`config.mk`:
```
export PLATFORM = sky130hd
export DESIGN_NAME = regfile_sb
export DESIGN_NICKNAME = d
export VERILOG_FILES = /design/src/rtl/regfile_sb_pkg.sv /design/src/rtl/regfile_rd_port.sv /design/src/rtl/regfile_sb.sv
export SDC_FILE = /design/constraint.sdc
export NUM_CORES = 2
export LEC_CHECK = 0
export BUFFER_PORTS_ARGS = -buffer_cell sky130_fd_sc_hd__buf_2
export CORE_UTILIZATION = 57
export DETAILED_ROUTE_END_ITERATION = 10
export PLACE_DENSITY = 0.73
export SYNTH_ARGS = -nofsm -noshare
export SYNTH_HDL_FRONTEND = slang
export SYNTH_SLANG_ARGS = --single-unit
export TNS_END_PERCENT = 100
```
`constraint.sdc`:
```
create_clock -name clk -period 2.31 [get_ports clk]
set_input_delay 0.3465 -clock clk [delete_from_list [all_inputs] [get_ports clk]]
set_output_delay 0.3465 -clock clk [all_outputs]
set_load 0.02 [all_outputs]
```
`src/rtl/regfile_sb_pkg.sv`:
```
// Purpose : shared types and constants for the integer register file / scoreboard.
// Latency : n/a (declarations only).
// Backpressure: n/a.
//
// Contents: XLEN default, architectural register address type, zero-register index.
package regfile_sb_pkg;

    // Default integer data width of the core.
    localparam int XLEN_DEFAULT = 32;

    // Architectural register address (x0..x31).
    typedef logic [4:0] reg_adr_t;

    // x0 is hardwired to zero: never stored, never written, never busy.
    localparam reg_adr_t ZERO_REG = 5'd0;

    // True when an address of any width selects the zero register.
    function automatic logic is_zero_reg(input logic [31:0] adr);
        return adr == 32'(ZERO_REG);
    endfunction

endpackage

```
`src/rtl/regfile_rd_port.sv`:
```
// Purpose : one combinational read port of the register file (data + busy flag).
// Latency : 0 cycles, address to data/busy.
// Backpressure: none; a read is always served.
//
// Ports:
//   rd_adr_i  - register to read
//   regs_i    - register contents, entry 0 is ignored
//   busy_i    - scoreboard bits, bit 0 is ignored
//   wb_*_i    - writeback forwarding inputs (only with REGFILE_BYPASS_EN)
//   rd_data_o - read data, zero for x0
//   rd_busy_o - busy flag of the addressed register, zero for x0
//
// Optional feature macro: REGFILE_BYPASS_EN forwards a same-cycle writeback
// to the read data and clears the reported busy flag.
module regfile_rd_port
    import regfile_sb_pkg::*;
#(
    parameter int XLEN  = XLEN_DEFAULT,
    parameter int DEPTH = 32,
    parameter int AW    = $clog2(DEPTH)
) (
    input  logic [AW-1:0]   rd_adr_i,
    input  logic [XLEN-1:0] regs_i [DEPTH],
    input  logic [DEPTH-1:0] busy_i,
`ifdef REGFILE_BYPASS_EN
    input  logic            wb_v_i,
    input  logic [AW-1:0]   wb_adr_i,
    input  logic [XLEN-1:0] wb_data_i,
`endif
    output logic [XLEN-1:0] rd_data_o,
    output logic            rd_busy_o
);

    logic adr_zero;

    assign adr_zero = is_zero_reg(32'(rd_adr_i));

`ifdef REGFILE_BYPASS_EN
    // A writeback to the addressed register this cycle means the value is
    // already known: hand it over directly and report the register as ready.
    logic fwd_hit;

    assign fwd_hit = wb_v_i && (wb_adr_i == rd_adr_i) && !adr_zero;

    always_comb begin
        rd_data_o = '0;
        rd_busy_o = 1'b0;
        if (fwd_hit) begin
            rd_data_o = wb_data_i;
            rd_busy_o = 1'b0;
        end else if (!adr_zero) begin
            rd_data_o = regs_i[rd_adr_i];
            rd_busy_o = busy_i[rd_adr_i];
        end
    end
`else
    always_comb begin
        rd_data_o = '0;
        rd_busy_o = 1'b0;
        if (!adr_zero) begin
            rd_data_o = regs_i[rd_adr_i];
            rd_busy_o = busy_i[rd_adr_i];
        end
    end
`endif

endmodule

```
`src/rtl/regfile_sb.sv`:
```
// Purpose : integer register file with per-register busy scoreboard for decode/issue.
// Latency : reads 0 cycles; write/busy updates visible the cycle after the edge.
// Backpressure: issue_ready_o low while the destination is busy; requester holds.
//
// Ports:
//   clk, reset_n   - clock, asynchronous active-low reset
//   rd_adr_i       - NUM_RD packed read addresses (port p at [p*AW +: AW])
//   rd_data_o      - NUM_RD packed read data      (port p at [p*XLEN +: XLEN])
//   rd_busy_o      - busy flag per read port
//   issue_v_i/issue_adr_i/issue_ready_o - mark a destination busy
//   wb_v_i/wb_adr_i/wb_data_i           - writeback, clears busy
//   flush_i        - clear every busy bit
//
// Optional feature macro: REGFILE_BYPASS_EN adds writeback-to-read forwarding
// and lets a same-cycle writeback make issue_ready_o high.
module regfile_sb
    import regfile_sb_pkg::*;
#(
    parameter int XLEN   = XLEN_DEFAULT,
    parameter int DEPTH  = 32,
    parameter int NUM_RD = 2,
    // Derived from DEPTH; do not override.
    parameter int AW     = $clog2(DEPTH)
) (
    input  logic                   clk,
    input  logic                   reset_n,
    input  logic [NUM_RD*AW-1:0]   rd_adr_i,
    output logic [NUM_RD*XLEN-1:0] rd_data_o,
    output logic [NUM_RD-1:0]      rd_busy_o,
    input  logic                   issue_v_i,
    input  logic [AW-1:0]          issue_adr_i,
    output logic                   issue_ready_o,
    input  logic                   wb_v_i,
    input  logic [AW-1:0]          wb_adr_i,
    input  logic [XLEN-1:0]        wb_data_i,
    input  logic                   flush_i
);

    // ------------------------------------------------------------------
    // Storage: entries 1..DEPTH-1 only; x0 is a constant zero.
    // ------------------------------------------------------------------
    logic [XLEN-1:0]  regs_q    [1:DEPTH-1];
    logic [DEPTH-1:1] busy_q;
    logic [DEPTH-1:1] busy_d;

    // Full-depth views with entry 0 tied to zero, consumed by the read ports.
    logic [XLEN-1:0]  regs_view [DEPTH];
    logic [DEPTH-1:0] busy_view;

    logic wb_we;
    logic issue_acc;
    logic issue_zero;

    assign wb_we      = wb_v_i && !is_zero_reg(32'(wb_adr_i));
    assign issue_zero = is_zero_reg(32'(issue_adr_i));

    assign regs_view[0] = '0;
    assign busy_view    = {busy_q, 1'b0};

    // ------------------------------------------------------------------
    // Issue handshake. Flush does not gate ready, only acceptance, so the
    // squashed requester simply sees its issue dropped.
    // ------------------------------------------------------------------
`ifdef REGFILE_BYPASS_EN
    assign issue_ready_o = issue_zero || !busy_view[issue_adr_i] ||
                           (wb_v_i && (wb_adr_i == issue_adr_i));
`else
    assign issue_ready_o = issue_zero || !busy_view[issue_adr_i];
`endif

    assign issue_acc = issue_v_i && issue_ready_o && !flush_i;

    // ------------------------------------------------------------------
    // Per-register data and busy bit.
    // Busy priority: flush clears everything, otherwise an accepted issue
    // (younger instruction) beats a writeback to the same register.
    // ------------------------------------------------------------------
    for (genvar i = 1; i < DEPTH; i++) begin : g_entry
        logic wb_hit;
        logic set_hit;

        assign wb_hit  = wb_we && (wb_adr_i == AW'(i));
        assign set_hit = issue_acc && (issue_adr_i == AW'(i));

        assign busy_d[i]    = !flush_i && (set_hit || (busy_q[i] && !wb_hit));
        assign regs_view[i] = regs_q[i];

        always_ff @(posedge clk or negedge reset_n) begin
            if (!reset_n) begin
                regs_q[i] <= '0;
                busy_q[i] <= 1'b0;
            end else begin
                if (wb_hit) begin
                    regs_q[i] <= wb_data_i;
                end
                busy_q[i] <= busy_d[i];
            end
        end
    end

    // ------------------------------------------------------------------
    // Read ports.
    // ------------------------------------------------------------------
    for (genvar p = 0; p < NUM_RD; p++) begin : g_rd
        regfile_rd_port #(
            .XLEN  (XLEN),
            .DEPTH (DEPTH),
            .AW    (AW)
        ) u_rd_port (
            .rd_adr_i  (rd_adr_i[p*AW +: AW]),
            .regs_i    (regs_view),
            .busy_i    (busy_view),
`ifdef REGFILE_BYPASS_EN
            .wb_v_i    (wb_v_i),
            .wb_adr_i  (wb_adr_i),
            .wb_data_i (wb_data_i),
`endif
            .rd_data_o (rd_data_o[p*XLEN +: XLEN]),
            .rd_busy_o (rd_busy_o[p])
        );
    end

endmodule

```
==> flow_metrics.env <==
export IMPL_drc=0
export IMPL_finalHoldViolations=0
export IMPL_grt_max_degree=87
export IMPL_hold_class="in -> reg"
export IMPL_dpl_hpwl_um=113800
export IMPL_synth_cells=3756
export IMPL_cts_sinks=1023
export IMPL_final_area_um2=66940
export IMPL_post_place_cells=5168
export IMPL_ys_seq_area_frac=0.4622
export IMPL_clockRootBuffer="clkbuf_16"
export IMPL_port_buffers=123
export IMPL_cts_max_path_buffers=3
export IMPL_clock_latency_ns=0.70
export IMPL_routabilityCongestion=0.9322
export IMPL_path_class="reg -> out"
export IMPL_synth_ff_latch_count=1023
export IMPL_cts_clk_slew_worst_paths_ns=0.06
export IMPL_cap_violations=0
export IMPL_cts_htree_levels=3
export IMPL_synth_edff_count=0
export IMPL_final_cells=5462
export IMPL_grt_antenna_before_repair=7
export IMPL_drtAntennaViolNets=0
export IMPL_met2_usage=0.5527
export IMPL_io_pins=124
export IMPL_cts_tree="built"
export IMPL_drt_pass1_iter_count=9
export IMPL_synthDistinctLibCells=55
export IMPL_rsz0062_at_grt="yes"
export IMPL_finalSetupViolCount=67
export IMPL_grt_pass1_vias=39550
export IMPL_synth_most_common_cell="dfrtp_1"
export IMPL_areaGrowthSynthToFinish_pct=20.87
export IMPL_die_area_um2=98410
export IMPL_total_power_mw=55.60
export IMPL_placed_area_um2=61320
export IMPL_fmax_mhz=347.7
export IMPL_r2r_cells=5
export IMPL_yosys_top_cells_count="1,023 x dfrtp_1, 696 x mux2_2, 439 x mux4_2, 419 x mux2_1, 211 x clkbuf_1"
export IMPL_fin_crit_sh=1.245
export IMPL_synthArstFlopShare=1.000
export IMPL_startpoint_type="register"
export IMPL_wl_per_cell_um=32.74
export IMPL_syn_nets=3813
export IMPL_num_rows=113
export IMPL_hold_depth=4
export IMPL_synth_top_area_frac=0.4622
export IMPL_worstPathRequired_ns=1.96
export IMPL_initial_core_util=0.5794
export IMPL_met1_usage=0.5207
export IMPL_drt_iter0_drc=4208
export IMPL_violations="setup timing"
export IMPL_crit_path_end_kind="output pin"
export IMPL_grt_pass1_wl_um=266800
export IMPL_slew_headroom=0.5122
export IMPL_drt_total_wl_um=178900
export IMPL_grt_total_usage=0.3693
export IMPL_fin_nets=4157
export IMPL_coreArea_um2=95580
export IMPL_via_per_inst=7.023
export IMPL_synth_area_um2=55380
export IMPL_drv_slew=0
export IMPL_die_x_um=313.7
export IMPL_grt_busiest_layer="met2"
export IMPL_use_met3=0.08471
export IMPL_status="finished with violations"
export IMPL_setup_tns_ns=-22.45
export IMPL_leakage_nw=29.73
export IMPL_drive_gt1_frac=0.5021
export IMPL_cts_buffers=110
export IMPL_fp_dieH_um=313.7
export IMPL_synthTopCellsByArea="dfrtp_1 46%, mux4_2 18%, mux2_2 14%"
export IMPL_dr_total_vias=38360
export IMPL_tightest_slew_ns=0.7317
export IMPL_ys_warn_count=0
export IMPL_period_needed_ns=2.876
export IMPL_overflow=0
export IMPL_nFillCells=6405
export IMPL_crit_fanout=4
export IMPL_ys_flop_type="dfrtp_1"
export IMPL_crit_arrival_ns=2.53
export IMPL_final_setup_worst_slack_ns=-0.5661
export IMPL_syn_avg_cell_area_um2=14.74
export IMPL_synth_top_area_cell="dfrtp_1"
export IMPL_finalClockSkew_ns=0.004627
export IMPL_vdd_drop_max_uv=641.3
export IMPL_power_per_cell_area_nw_per_um2=830.6
export IMPL_dp_slack_ns=-0.3567
[power breakdown]
part / internal, mW / switching (mW) / total [mW]
Combinational: 7.52 / 5.11 / 12.6
Sequential: 21.3 / 2.61 / 24.0
Clock: 11.4 / 7.64 / 19.0
[per-stage QoR]
step           hold WS [ns]    util
2_1_floorplan       0.05091       -
3_3_place_gp         0.3206  0.6415
3_5_place_dp         0.3211  0.6415
4_1_cts            0.006518  0.6948
5_1_grt             0.04903  0.7003
6_report            0.02055  0.7004
[placed cells by master, fill, tap and decap left out, drive strengths merged, types with 9 or more instances in the layout]
| cell | netlist | routed |
|---|---|---|
| and3 | 12 | 12 |
| mux2 | 1115 | 1115 |
| dfrtp | 1023 | 1023 |
| clkbuf | 212 | 145 |
| bufinv | 0 | 17 |
| nor2b | 24 | 24 |
| buf | 201 | 641 |
| nor2 | 43 | 43 |
| nand3b | 16 | 16 |
| o21ai | 25 | 25 |
| nand3 | 10 | 10 |
| or3 | 9 | 9 |
| a31o | 30 | 30 |
| a311o | 11 | 11 |
| nand2b | 11 | 11 |
| a221oi | 26 | 26 |
| mux4 | 439 | 439 |
| o32ai | 15 | 15 |
| nand2 | 89 | 89 |
| a22oi | 53 | 53 |
| a21oi | 43 | 43 |
| o221ai | 30 | 30 |
| mux2i | 187 | 187 |
| a31oi | 12 | 12 |
| o22ai | 62 | 62 |
| clkinv | 0 | 38 |
[cell families (layout without fill, tap and decap cells)]
group                  count (synthesis)  after routing  synth area share
buffers and inverters                420            856           0.03339
other                                  0              5                 0
AOI/OAI and AO/OA                    325            325           0.04243
and+or+nand+nor                      247            247           0.02289
DFF                                 1023           1023            0.4622
muxes                               1741           1741            0.4390
[critical path, stage by stage (launching register included)]
cell	delay [ns]
dfrtp_1	0.44
mux4_2	0.48
mux4_2	0.47
mux2_4	0.31
buf_6	0.14
[cell type report]
type	count	area [um^2]	share of cell area
multi-input cells	2313	28820	0.4305
repair buffers	645	7002	0.1046
inverters	7	27.53	0.0004112
clock buffers	143	3113	0.04651
well taps	1265	1583	0.02365
diodes	5	12.51	0.0001869
flip-flops and latches	1023	25600	0.3825
clock inverters	61	778.2	0.01163
[registers in the layout, indices dropped and copies added, names as in the netlist]
name / cells
regs_q: 992
busy_q: 31
[what timing repair did]
item | in CTS | in global routing
buffers inserted | 51 | 33
pin swaps | 86 | 42
endpoints found under the hold margin | 86 | 0
hold buffers | 2 | 0
gates resized for setup | 208 | 57
endpoints found under the setup margin | 67 | 67
[final timing paths]
check | endpoint | slack [ns] | from
setup reg to reg | busy_q[31] | 0.34 | busy_q[31]
hold reg to reg | regs_q[33] | 0.51 | regs_q[33]
setup / recovery | rd_busy_o[1] | -0.57 | busy_q[27]
hold / removal | busy_q[17] | 0.02 | flush_i
max in group asynchronous | regs_q[179] | 1.18 | reset_n
min in group asynchronous | regs_q[94] | 0.19 | reset_n
[per-layer routing]
metal / wire (um) / part of all wire
met1: 70800 / 0.40
met4: 9052 / 0.051
met2: 80700 / 0.45
met5: 52 / 0.00029
met3: 18250 / 0.10
Note: power is estimated with default switching activity, not from simulation.
